File: src/rtl/bcd_display_driver_if.sv
`default_nettype none
// ============================================================================
// Module   : bcd_display_driver_if
// Brief    : Request/result bundle between the ALU side and the BCD display
//            driver: value/flag/start in, conversion status, BCD result and
//            seven-segment scan signals out.
// Revision : 1.0  initial release
// ============================================================================
interface bcd_display_driver_if;
    logic [15:0] value;
    logic        flag;
    logic        start;
    logic        busy;
    logic        done;
    logic [19:0] bcd;
    logic        flag_q;
    logic [3:0]  an;
    logic [6:0]  seg;
    logic        dp;

    modport master (
        output value, flag, start,
        input  busy, done, bcd, flag_q, an, seg, dp
    );

    modport slave (
        input  value, flag, start,
        output busy, done, bcd, flag_q, an, seg, dp
    );
endinterface
`default_nettype wire

File: src/rtl/bcd_display_driver.sv
`default_nettype none
// ============================================================================
// Module   : bcd_display_driver
// Brief    : Sequential double-dabble binary-to-BCD converter (one bit per
//            clock) feeding a multiplexed common-anode 4-digit seven-segment
//            display with leading-zero blanking and status decimal points.
// Revision : 1.0  initial release
// ============================================================================
module bcd_display_driver #(
    parameter int REFRESH_DIV = 100000,
    parameter int BLANK_LZ    = 1
) (
    input  wire                  clk,
    input  wire                  rst_n,
    bcd_display_driver_if.slave  bus
);

    localparam int c_CW = (REFRESH_DIV > 2) ? $clog2(REFRESH_DIV) : 1;
    localparam logic [c_CW-1:0] c_REFRESH_LAST = c_CW'(REFRESH_DIV - 1);

    typedef enum logic [0:0] {
        S_IDLE = 1'b0,
        S_CONV = 1'b1
    } state_t;

    state_t      state_q;
    logic [15:0] shift_q;
    logic [19:0] scratch_q;
    logic        flag_int_q;
    logic [3:0]  bitcnt_q;
    logic [19:0] bcd_q;
    logic        flag_out_q;
    logic        done_q;

    logic [19:0] w_adj;
    logic [19:0] w_scratch_d;
    logic        w_last;
    logic [19:0] bcd_d;
    logic        flag_q_d;

    // Double-dabble step: add 3 to every nibble >= 5, then shift in the next MSB
    always_comb begin
        w_adj = scratch_q;
        for (int i = 0; i < 5; i++) begin
            if (scratch_q[4*i +: 4] >= 4'd5) begin
                w_adj[4*i +: 4] = scratch_q[4*i +: 4] + 4'd3;
            end
        end
        w_scratch_d = {w_adj[18:0], shift_q[15]};
        w_last      = (state_q == S_CONV) && (bitcnt_q == 4'd15);
        bcd_d       = w_last ? w_scratch_d : bcd_q;
        flag_q_d    = w_last ? flag_int_q  : flag_out_q;
    end

    // Conversion FSM: capture on start, 16 shift steps, publish result with done
    always_ff @(posedge clk or negedge rst_n) begin
        if (!rst_n) begin
            state_q    <= S_IDLE;
            shift_q    <= '0;
            scratch_q  <= '0;
            flag_int_q <= 1'b0;
            bitcnt_q   <= '0;
            bcd_q      <= '0;
            flag_out_q <= 1'b0;
            done_q     <= 1'b0;
        end else begin
            done_q     <= 1'b0;
            bcd_q      <= bcd_d;
            flag_out_q <= flag_q_d;
            case (state_q)
                S_IDLE: begin
                    if (bus.start) begin
                        shift_q    <= bus.value;
                        scratch_q  <= '0;
                        flag_int_q <= bus.flag;
                        bitcnt_q   <= '0;
                        state_q    <= S_CONV;
                    end
                end
                S_CONV: begin
                    scratch_q <= w_scratch_d;
                    shift_q   <= {shift_q[14:0], 1'b0};
                    bitcnt_q  <= bitcnt_q + 4'd1;
                    if (w_last) begin
                        done_q  <= 1'b1;
                        state_q <= S_IDLE;
                    end
                end
                default: state_q <= S_IDLE;
            endcase
        end
    end

    // ------------------------------------------------------------------
    // Display scan
    // ------------------------------------------------------------------
    logic [c_CW-1:0] refresh_q;
    logic [c_CW-1:0] refresh_d;
    logic [1:0]      sel_q;
    logic [1:0]      sel_d;
    logic [3:0]      an_q;
    logic [6:0]      seg_q;
    logic            dp_q;

    logic [3:0]      w_nib;
    logic [3:0]      w_lz;
    logic            w_blank;
    logic [6:0]      w_seg;
    logic            w_dp;

    // Next scan position; display outputs are built from next-state values so
    // the registered outputs line up with sel/bcd of the same cycle
    always_comb begin
        if (refresh_q == c_REFRESH_LAST) begin
            refresh_d = '0;
            sel_d     = sel_q + 2'd1;
        end else begin
            refresh_d = refresh_q + 1'b1;
            sel_d     = sel_q;
        end

        case (sel_d)
            2'd0:    w_nib = bcd_d[3:0];
            2'd1:    w_nib = bcd_d[7:4];
            2'd2:    w_nib = bcd_d[11:8];
            default: w_nib = bcd_d[15:12];
        endcase

        // w_lz[k]: digit k and every digit above it up to digit 3 are zero
        w_lz[3] = (bcd_d[15:12] == 4'd0);
        w_lz[2] = w_lz[3] && (bcd_d[11:8] == 4'd0);
        w_lz[1] = w_lz[2] && (bcd_d[7:4] == 4'd0);
        w_lz[0] = 1'b0;
        w_blank = (BLANK_LZ != 0) && w_lz[sel_d];

        case (w_nib)
            4'd0:    w_seg = 7'b1000000;
            4'd1:    w_seg = 7'b1111001;
            4'd2:    w_seg = 7'b0100100;
            4'd3:    w_seg = 7'b0110000;
            4'd4:    w_seg = 7'b0011001;
            4'd5:    w_seg = 7'b0010010;
            4'd6:    w_seg = 7'b0000010;
            4'd7:    w_seg = 7'b1111000;
            4'd8:    w_seg = 7'b0000000;
            4'd9:    w_seg = 7'b0010000;
            default: w_seg = 7'b1111111;
        endcase
        if (w_blank) begin
            w_seg = 7'b1111111;
        end

        w_dp = !(((sel_d == 2'd0) && flag_q_d) ||
                 ((sel_d == 2'd3) && (bcd_d[19:16] != 4'd0)));
    end

    // Refresh counter, digit select and registered display outputs
    always_ff @(posedge clk or negedge rst_n) begin
        if (!rst_n) begin
            refresh_q <= '0;
            sel_q     <= 2'd0;
            an_q      <= 4'b1110;
            seg_q     <= 7'b1000000;
            dp_q      <= 1'b1;
        end else begin
            refresh_q <= refresh_d;
            sel_q     <= sel_d;
            an_q      <= ~(4'b0001 << sel_d);
            seg_q     <= w_seg;
            dp_q      <= w_dp;
        end
    end

    assign bus.busy   = (state_q == S_CONV);
    assign bus.done   = done_q;
    assign bus.bcd    = bcd_q;
    assign bus.flag_q = flag_out_q;
    assign bus.an     = an_q;
    assign bus.seg    = seg_q;
    assign bus.dp     = dp_q;

endmodule
`default_nettype wire

File: src/flat_wrapper.sv
// flat-port wrapper written by rule: the top's interface ports become plain ports
module bcd_display_driver_flat 
#(
    parameter int REFRESH_DIV = 100000,
    parameter int BLANK_LZ    = 1
)
  (clk, rst_n, bus_value, bus_flag, bus_start, bus_busy, bus_done, bus_bcd, bus_flag_q, bus_an, bus_seg, bus_dp);
  bcd_display_driver_if bus_i ();
  input  wire clk;
  input  wire rst_n;
  input wire logic [$bits(bus_i.value)-1:0] bus_value;
  input wire logic [$bits(bus_i.flag)-1:0] bus_flag;
  input wire logic [$bits(bus_i.start)-1:0] bus_start;
  output wire logic [$bits(bus_i.busy)-1:0] bus_busy;
  output wire logic [$bits(bus_i.done)-1:0] bus_done;
  output wire logic [$bits(bus_i.bcd)-1:0] bus_bcd;
  output wire logic [$bits(bus_i.flag_q)-1:0] bus_flag_q;
  output wire logic [$bits(bus_i.an)-1:0] bus_an;
  output wire logic [$bits(bus_i.seg)-1:0] bus_seg;
  output wire logic [$bits(bus_i.dp)-1:0] bus_dp;
  assign bus_i.value = bus_value;
  assign bus_i.flag = bus_flag;
  assign bus_i.start = bus_start;
  assign bus_busy = bus_i.busy;
  assign bus_done = bus_i.done;
  assign bus_bcd = bus_i.bcd;
  assign bus_flag_q = bus_i.flag_q;
  assign bus_an = bus_i.an;
  assign bus_seg = bus_i.seg;
  assign bus_dp = bus_i.dp;
  bcd_display_driver #(.REFRESH_DIV(REFRESH_DIV), .BLANK_LZ(BLANK_LZ)) u_core (.clk(clk), .rst_n(rst_n), .bus(bus_i));
endmodule
File: config.mk
export PLATFORM = sky130hd
export DESIGN_NAME = bcd_display_driver_flat
export DESIGN_NICKNAME = d
export VERILOG_FILES = /design/src/rtl/bcd_display_driver_if.sv /design/src/rtl/bcd_display_driver.sv /design/src/flat_wrapper.sv
export SDC_FILE = /design/constraint.sdc
export NUM_CORES = 1
export LEC_CHECK = 0
export ABC_CLOCK_PERIOD_IN_PS = 7900
export CAP_MARGIN = 20
export CORE_MARGIN = 2
export CORE_UTILIZATION = 52
export CTS_BUF_LIST = sky130_fd_sc_hd__clkbuf_8
export DETAILED_ROUTE_END_ITERATION = 10
export PLACE_DENSITY = 0.75
export SYNTH_ARGS = -nofsm -noshare
export SYNTH_HDL_FRONTEND = slang
export SYNTH_SLANG_ARGS = --single-unit
File: constraint.sdc
create_clock -name clk -period 7.9 [get_ports clk]
set_input_delay 1.975 -clock clk [delete_from_list [all_inputs] [get_ports clk]]
set_output_delay 1.975 -clock clk [all_outputs]
set_load 0.1 [all_outputs]
==> Word-level counts from Yosys, hierarchy flattened <==
Memories as Yosys holds them, arrays and structs flattened.
Cells that the tools add are included.
{ "word_totals": {"mem_bits_rw": 0, "reg_bits": 95, "in_bits": 20, "mem_bits_ro": 112, "out_inout_bits": 35, "mem_count": 1, "latchBits": 0} }
{ "op_classes": {"multipliers": 0, "n_reduce_logical": 13, "div": 0, "n_lt_le_gt_ge": 6, "n_eq_ne": 6, "mux": 24, "addsub": 8, "n_shift": 1, "bitwise": 2} }
{ "memory_table": {"columns": ["name", "words", "width", "read_ports", "rd_ports_with_merged_regs", "wr", "line", "rtl"], "rows": [
  ["(name not given)", 16, 7, 1, 0, 0, "bcd_display_driver.sv:136", "case (w_nib)"]
]} }
{ "ops": {"columns": ["operator", "n"], "rows": [
  ["20-bit 2-to-1 mux", 2],
  ["20-bit one-hot mux with 2 select lines", 1],
  ["16-bit one-hot mux with 2 select lines", 1],
  ["4-bit by 3-bit greater-or-equal comparator with 1-bit output (second input constant)", 5],
  ["4-bit 2-to-1 mux", 5],
  ["17-bit by 1-bit adder with 17-bit output (second input constant)", 1],
  ["17-bit == test (second input constant)", 1],
  ["17-bit 2-to-1 mux", 1],
  ["4-bit by 2-bit adder with 4-bit output (second input constant)", 4],
  ["16-bit 2-to-1 mux", 1],
  ["4-bit logical NOT", 3],
  ["4-bit one-hot mux with 3 select lines", 1],
  ["4-bit one-hot mux with 2 select lines", 1],
  ["7-bit 2-to-1 mux", 1],
  ["1-bit 2-to-1 mux", 6],
  ["1-bit logical AND", 5],
  ["4-bit by 1-bit adder with 4-bit output (second input constant)", 1],
  ["2-bit == test (second input constant)", 2],
  ["4-bit == test (second input constant)", 1],
  ["4-bit NOT", 1],
  ["4-bit nonzero test", 1],
  ["1-bit by 2-bit left shift with 4-bit output (first input constant)", 1],
  ["3-bit by 2-bit adder with 3-bit output (second input constant)", 1],
  ["2-bit by 3-bit < comparator with 1-bit output (second input constant)", 1],
  ["other kinds (12)", 12]
]} }

==> Logic depth before layout (Yosys ltp) <==
Gate-level depths: netlist of the first run.
{ "logic_depth": {"ltp_word": 9, "mapped_depth": 14, "ltp_nobuf": 12} }

==> Least setup slack after synthesis of the first run <==
OpenSTA, ideal clock, no wires.
{ "synth_path": {"kind": "reg2reg", "startpoint": "reg u_core.state_q (netlist: u_core.bus.busy)", "endpoint": "reg u_core.seg_q[3] (netlist: u_core.bus.seg[3])", "setup_ps": 87, "required_time_ps": 7813, "n_path_buf": 1, "arrival_ps": 3444, "stages_incl_launch_ff": 12, "path_slack_ps": 4369, "path_cell_list": "dfrtp_1 -> nand4_1 -> inv_1 -> clkbuf_1 -> nor2_1 -> a31oi_1 -> o22ai_1 -> o32ai_1 -> inv_1 -> ha_1 -> a21o_2 -> o211ai_1"} }
{ "synth_via": {"elab_chain_cells": 8, "elab_cells_between_ends": 12, "classes_between": "5 x mux; 6 x reduce/logical; 1 x memory"} }
{ "synth_rtl": {"columns": ["element", "line", "rtl"], "rows": [
  ["from (decl)", "bcd_display_driver.sv:26", "state_t state_q;"],
  ["from (signal assigned)", "bcd_display_driver.sv:58", "state_q <= S_IDLE;"],
  ["from (signal assigned)", "bcd_display_driver.sv:77", "state_q <= S_CONV;"],
  ["from (signal assigned)", "bcd_display_driver.sv:86", "state_q <= S_IDLE;"],
  ["1-bit logical AND *", "bcd_display_driver.sv:50", "w_last = (state_q == S_CONV) && (bitcnt_q == 4'd15);"],
  ["20-bit 2-to-1 mux *", "bcd_display_driver.sv:51", "bcd_d = w_last ? w_scratch_d : bcd_q;"],
  ["net u_core.bcd_d[12]", "bcd_display_driver.sv:38", "logic [19:0] bcd_d;"],
  ["parallel branches: the longest is 5 deep, another holds memory 16 x 7 bit", null, null],
  ["7-bit 2-to-1 mux *", "bcd_display_driver.sv:149", "if (w_blank) begin"],
  ["net u_core.w_seg[3]", "bcd_display_driver.sv:108", "logic [6:0] w_seg;"],
  ["to (signal assigned)", "bcd_display_driver.sv:169", "seg_q <= w_seg;"],
  ["to (decl)", "bcd_display_driver.sv:102", "logic [6:0] seg_q;"]
]} }
Mark *: on every way through the listed nets, which the timed path passes. The select of a mux whose other input is x is not followed.
A chain may end at the register's enable or synchronous reset.

==> Worst setup path in the final report of the first run <==
{ "layout_path": {"startpoint": "reg u_core.state_q (netlist: u_core.bus.busy)", "endpoint": "out bus_busy"} }
{ "layout_rtl": {"columns": ["element", "line", "rtl"], "rows": [
  ["to (decl)", "flat_wrapper.sv:14", "output wire logic [$bits(bus_i.busy)-1:0] bus_busy;"]
]} }
No word-level cell between the ends.

==> results of run 1 <==
==> cell usage after synthesis, types with 10 or more instances <==
| cell type | number | share of area, % |
|---|---|---|
| clkbuf_1 | 20 | 1.5 |
| nand3_1 | 15 | 1.5 |
| nor2_1 | 24 | 1.8 |
| inv_1 | 19 | 1.4 |
| nand2_1 | 83 | 6.3 |
| mux2i_1 | 22 | 4.5 |
| ha_1 | 17 | 4.3 |
| o31ai_1 | 10 | 1.5 |
| o21ai_0 | 47 | 4.8 |
| a21oi_1 | 15 | 1.5 |
| dfrtp_1 | 90 | 46 |
==> layout by cell type (no fill, tap or decap), drive strengths merged, types with 3 or more instances in the layout <==
master,synthesis,final
and2,4,4
xnor2,7,7
or3b,4,4
o31ai,10,10
nor2,24,24
o32ai,6,6
a31oi,9,9
a31o,4,4
a21oi,15,15
xor2,9,9
nor2b,4,4
dfrtp,90,90
nand3,15,15
buf,5,7
dfstp,5,5
clkbuf,20,9
nor3,8,8
clkinv,2,3
nand2b,6,6
nand4,5,5
ha,17,17
o311ai,5,5
or4,4,4
or3,9,9
inv,19,22
nand2,83,83
clkdlybuf4s50,0,53
mux2,3,3
o22ai,6,6
a211oi,9,9
o21ai,49,49
a41oi,4,4
mux2i,22,22
o211ai,4,4
a21o,4,4
==> through the flow <==
step	cell area [µm²]	cells	util (%)
detailed placement	5548	656	60.33
finish	5766	672	62.69
CTS	5766	672	62.69
global route	5766	672	62.69
global placement	5548	656	60.33
floorplan	4920	510	-
==> worst max path at each step <==
stage / start / to / slack [ns] / cells after the start
floorplan: u_core.bus.busy / u_core.bus.seg[3] / 4.37 / 11
global placement: u_core.bus.busy / bus_busy / 3.88 / 2
detailed placement: u_core.bus.busy / bus_busy / 3.86 / 2
CTS: u_core.bus.busy / bus_busy / 3.45 / 2
global route: u_core.bus.busy / bus_busy / 3.36 / 2
finish: u_core.bus.busy / bus_busy / 3.48 / 2
==> logic make-up (layout without fill, tap and decap cells) <==
family,count (synthesis),in the layout,share of synthesized area (%)
fa+ha+maj,18,18,4.527
compound gates,136,136,18.34
xor+xnor,16,16,3.001
buf+inv,46,97,3.510
flops,95,95,48.45
mux,25,25,5.163
simple gates,174,174,17.01
==> area by class of cell <==
cell class | count | area share (%)
clock buffer | 9 | 2.148
clock inverter | 7 | 1.628
inverter | 21 | 1.367
multi-input combinational | 369 | 40.99
timing repair buffer | 60 | 10.11
tap | 111 | 2.409
sequential | 95 | 41.34
==> layer usage <==
| metal | global-route usage, % | vias to the layer above | wire length, µm |
|---|---|---|---|
| met4 | 8.004 | 0 | 153 |
| li1 | - | 1933 | - |
| met1 | 32.69 | 1974 | 5178 |
| met3 | 3.589 | 13 | 471 |
| met5 | 0 | - | 0 |
| met2 | 36.37 | 121 | 5207 |
==> registers in the layout (all words and copies together), names as in the netlist <==
name and count:
u_core.bus.bcd 20, u_core.scratch_q 20, u_core.refresh_q 17, u_core.shift_q 16, u_core.bus.seg 7, u_core.bitcnt_q 4
u_core.bus.an 4, u_core.sel_q 2, u_core.bus.busy 1, u_core.bus.done 1, u_core.bus.dp 1, u_core.bus.flag_q 1
u_core.flag_int_q 1
==> worst max-delay path, cell delays in order, from the launching register on <==
cell and delay, ns:
dfrtp_1 0.49, buf_4 0.40, clkdlybuf4s50_1 1.21
==> report_power, final <==
part	switching, µW	internal, µW
Sequential	146	657
Clock	170	179
Combinational	1030	443
Total	1350	1280
==> summary.md, run 1 <==
| Metric | Value |
|---|---|
| Detailed-route vias per instance | 6.013 |
| Synthesized area | 4920 µm² |
| Register area | between 2000 and 2500 µm² |
| Yosys synthesis warning count | 0 |
| Top FF cell, synth | dfrtp_1 |
| Vias in the first global route | 3849 |
| Chip Width | 101.3 µm |
| Fin. max-slew vios | 0 |
| PnR Total Power | 2626 µW |
| Via count | 4041 |
| Worst reg2reg path startpoint | u_core.bus.busy |
| Crit-path max FO | 41 |
| Final nets | a little under 600 |
| TritonCTS clock tree | built |
| Worst Reg-to-Reg Cells | 12 |
| Pin count of the biggest net entering global routing | 63 |
| Minimum clock period | 4.417 ns |
| Reg2reg end | u_core.bus.seg[3] |
| Multi-input gate area | 2364 µm² |
| GP Congestion | between 0.8 and 0.9 |
| Wire length of the first global-routing pass | 18590 µm |
| Status | complete, no violations |
| Worst-case clock skew | 0.01544 ns |
| Grt ovf | 0 |
| Async SR Flop Fraction | 100.0% |
| DRT iter0 DRCs | 248 |
| H-Tree Depth | 3 |
| Final setup viols | 0 |
| Share of cells above drive strength 1 | 8.378% |
| WL per Instance | 16.38 µm |
| Worst hold endpoint | u_core.refresh_q[0] |
| Hold path cells | 1 |
| First-pass detailed-route iteration total | 5 |
| Clock Tree Buf Depth | 2 |
| CTS-repair resized insts | 0 |
| Hold WS | 0.4931 ns |
| Number of synthesized register bits | 95 |
| All-Layer GR Usage | 23.06% |
| Kind of critical path | reg2out |
| Final ANT Viol Nets | 0 |
| Drt total wl | between 10000 and 15000 µm |
| Initial core utilization | 53.50% |
| Final setup margin | 3.483 ns |
| Leakage | 0.002498 µW |
| CORE AREA | 9196 µm² |
| Die ar. | about 10000 µm² |
| Arr. time, crit path | 2.44 ns |
| Worst slew margin | 33.87% |
| Worst-Skew Late Latency | 0.35 ns |
| Num CTS Buffers | 9 |
| Worst slack, placed | 3.859 ns |
| Peak Freq | 0.2264 GHz |
| Sink Count | 95 |
| Residual DRC count | 0 |
| Number of diodes | 0 |
| Hold wc startpoint | u_core.refresh_q[0] |
| Clk slew on worst S/H paths | 0.09 ns |
| Worst setup SP type | register |
| Fill cells | 751 |
| Reg2reg setup slack | 4.05 ns |
| Worst slew pin tran | 0.9889 ns |
| Cts-stage hold buffer count | 0 |
| Post-Syn Nets | 547 |
| Unrepaired setup endpoints after global routing | no |
| EDFF count, synth | 0 |
| CTS Root Cell | clkbuf_8 |
| Die Y | slightly above 100 µm |
| Setup bufs post-CTS | 0 |
| Max Cap Viol | 0 |
| Fin crit share | 55.91% |
| Synth cell types | 56 |
| Final hold vios | 0 |
| Setup TNS | 0 ns |
| Syn Inst Count | 510 |
| Antenna violations before repair | 0 |
| Port bufs | 54 |
| Setup crit end kind | output port |
| P per Cell Area | 455.5 nW/µm² |
| Type of the most critical hold path | reg2reg |
| Sequential fraction of the synthesis area | 48.45% |
| Row count | 35 |
| Critical path required time | 5.93 ns |
| Ports | 55 |
| Worst vdd ir | about 260 µV |
| Area Growth Syn to Fin | 17.19% |
| Final HPWL DP | 7813 µm |
| Syn avg cell area | 9.647 µm² |
No activity file was read; power rests on OpenSTA's default activity.
==> run 2, diff against run 1 <==
- ABC_CLOCK_PERIOD_IN_PS: 7900 -> 3550
- PLACE_DENSITY: 0.75 -> 0.78
- clock period: 7.9 -> 3.55 ns (I/O delays scaled with it)
==> run 2 against run 1 <==
  * Sequential power grew 120%
  * Via count grew 1.8%
  * First-iteration DRC count shrank 6.0%
  * Worst hold slack lost 0.0015 ns
  * Utilization shrank 0.53 points
  * Critical path depth grew 7
  * Register-to-register slack lost 3.9 ns
  * Non-clock buffer count grew 7
  * Wire length grew 6.6%
  * Sequential share of layout area grew 0.35 points
  * Clock-buffer cell count is the same
  * Setup slack lost 3.3 ns
  * Largest cell class unchanged
==> summary.md, run 2 (synthesized netlist as in run 1, its figures left out) <==
| Metric | Value |
|---|---|
| Final hold vios | 0 (unchanged) |
| Share of cells above drive strength 1 | 15.85% (was 8.378%) |
| Final nets | 600 (was 593) |
| Sink Count | 95 (unchanged) |
| Worst slew pin tran | 0.7070 ns (was 0.9889 ns) |
| DRT iter0 DRCs | 233 (was 248) |
| Crit-path max FO | 5 (was 41) |
| Setup TNS | 0 ns (unchanged) |
| Detailed-route vias per instance | 6.059 (was 6.013) |
| Antenna violations before repair | 0 (unchanged) |
| Worst-case clock skew | 0.01593 ns (was 0.01544 ns) |
| Die ar. | 10250 µm² (unchanged) |
| Unrepaired setup endpoints after global routing | no (unchanged) |
| Cts-stage hold buffer count | 0 (unchanged) |
| P per Cell Area | 1010 nW/µm² (was 455.5 nW/µm²) |
| Minimum clock period | 3.373 ns |
| Chip Width | 101.3 µm (unchanged) |
| Drt total wl | 11740 µm (was 11010 µm) |
| Final HPWL DP | 8430 µm (was 7813 µm) |
| Type of the most critical hold path | reg2reg (unchanged) |
| Num CTS Buffers | 9 (unchanged) |
| Fill cells | 772 (was 751) |
| Die Y | 101.3 µm (unchanged) |
| Clk slew on worst S/H paths | 0.10 ns (was 0.09 ns) |
| Critical path required time | 3.84 ns (was 5.93 ns) |
| Port bufs | 54 (unchanged) |
| CTS Root Cell | clkbuf_8 (unchanged) |
| Final ANT Viol Nets | 0 (unchanged) |
| Max Cap Viol | 0 (unchanged) |
| Setup crit end kind | register (was output port) |
| Wire length of the first global-routing pass | 19560 µm (was 18590 µm) |
| Worst slew margin | 52.69% (was 33.87%) |
| First-pass detailed-route iteration total | 6 (was 5) |
| WL per Instance | 17.29 µm (was 16.38 µm) |
| CORE AREA | 9196 µm² (unchanged) |
| Peak Freq | between 0.2 and 0.3 GHz |
| Final setup viols | 0 (unchanged) |
| Row count | 35 (unchanged) |
| Pin count of the biggest net entering global routing | 49 (was 63) |
| H-Tree Depth | 3 (unchanged) |
| Hold WS | 0.4916 ns (was 0.4931 ns) |
| Worst-Skew Late Latency | 0.36 ns (was 0.35 ns) |
| Number of diodes | 0 (unchanged) |
| Clock Tree Buf Depth | 2 (unchanged) |
| All-Layer GR Usage | 24.25% (was 23.06%) |
| Leakage | 0.002566 µW (was 0.002498 µW) |
| Via count | 4114 (was 4041) |
| Grt ovf | 0 (unchanged) |
| Fin. max-slew vios | 0 (unchanged) |
| Residual DRC count | 0 (unchanged) |
| Ports | 55 (unchanged) |
| Worst setup SP type | register (unchanged) |
| Most frequent cells in the layout | dfrtp_1 (90), nand2_1 (83), buf_4 (49) (was dfrtp_1 (90), nand2_1 (83), clkdlybuf4s50_1 (53)) |
| Kind of critical path | reg2reg (was reg2out) |
| Area Growth Syn to Fin | 16.20% (was 17.19%) |
| Initial core utilization | 53.50% (unchanged) |
| Status | complete, no violations (unchanged) |
| Arr. time, crit path | 3.66 ns (was 2.44 ns) |
| Most common cell after layout, fill and taps aside | dfrtp_1 (unchanged) |
| Fin crit share | 95.01% |
| GP Congestion | 0.8946 (was 0.8986) |
| TritonCTS clock tree | built (unchanged) |
| Vias in the first global route | 3966 (was 3849) |
| Worst vdd ir | 563.2 µV (was 257.8 µV) |
run 2: metrics by stage:
stage,power [µW],std cells,cell area (µm²),worst slack (ns),util [%]
after floorplan,4280,510,4920,0.01918,-
after global placement,4934,663,5513,0.2386,59.95
after detailed placement,5039,663,5513,0.1618,59.95
after CTS,5762,679,5709,0.1330,62.08
after global routing,6149,679,5717,0.05945,62.16
final,5776,679,5717,0.1772,62.16
run 2: timing repair:
| action | 4_1_cts | 5_1_grt |
|---|---|---|
| setup buffers | 0 | 0 |
| gates resized for setup | 0 | 1 |
| setup endpoints to repair | 0 | 3 |
run 2: cell type report:
cell class                      count  area, µm²  share of cell area [%]
Clock inverter                      7      72.57                   1.269
Inverter                           21      78.83                   1.379
Multi-Input combinational cell    369       2371                   41.48
Clock buffer                        9      123.9                   2.167
Timing Repair Buffer               67      548.0                   9.586
Sequential cell                    95       2384                   41.69
Tap cell                          111      138.9                   2.429
run 2: report_power, final:
group          internal [µW]  switching, µW  total, µW
combinational            942           2320       3260
clock                    329            393        722
sequential              1460            326       1790
total                   2730           3040       5780
run 2: routing by layer:
| metal | GRT usage, % | wire [µm] |
|---|---|---|
| met1 | 33.48 | 5211 |
| met2 | 38.51 | 5605 |
| met3 | 4.417 | 684 |
| met4 | 8.836 | 238 |
| met5 | 0 | 0 |
run 2: critical path, stage by stage, from the launching register on:
cell and delay (ns):
dfrtp_1 0.44, or4b_4 0.59, or4_2 0.73, a311o_1 0.32
a21o_1 0.17, o32ai_2 0.21, inv_1 0.17, ha_1 0.33
a21o_2 0.19, o211ai_1 0.15
run 2: path summary, 6_finish.rpt:
kind / startpoint / to / slack (ns) / depth (start not counted)
worst min-delay path: u_core.refresh_q[0] / u_core.refresh_q[0] / 0.49 / 1
max in group asynchronous: rst_n / u_core.bus.seg[6] / 2.22 / 2
min in group asynchronous: rst_n / u_core.bus.done / 0.52 / 1
worst max register to register: u_core.refresh_q[13] / u_core.bus.seg[3] / 0.18 / 9
worst max-delay path: u_core.refresh_q[13] / u_core.bus.seg[3] / 0.18 / 9
worst min register to register: u_core.refresh_q[0] / u_core.refresh_q[0] / 0.49 / 1
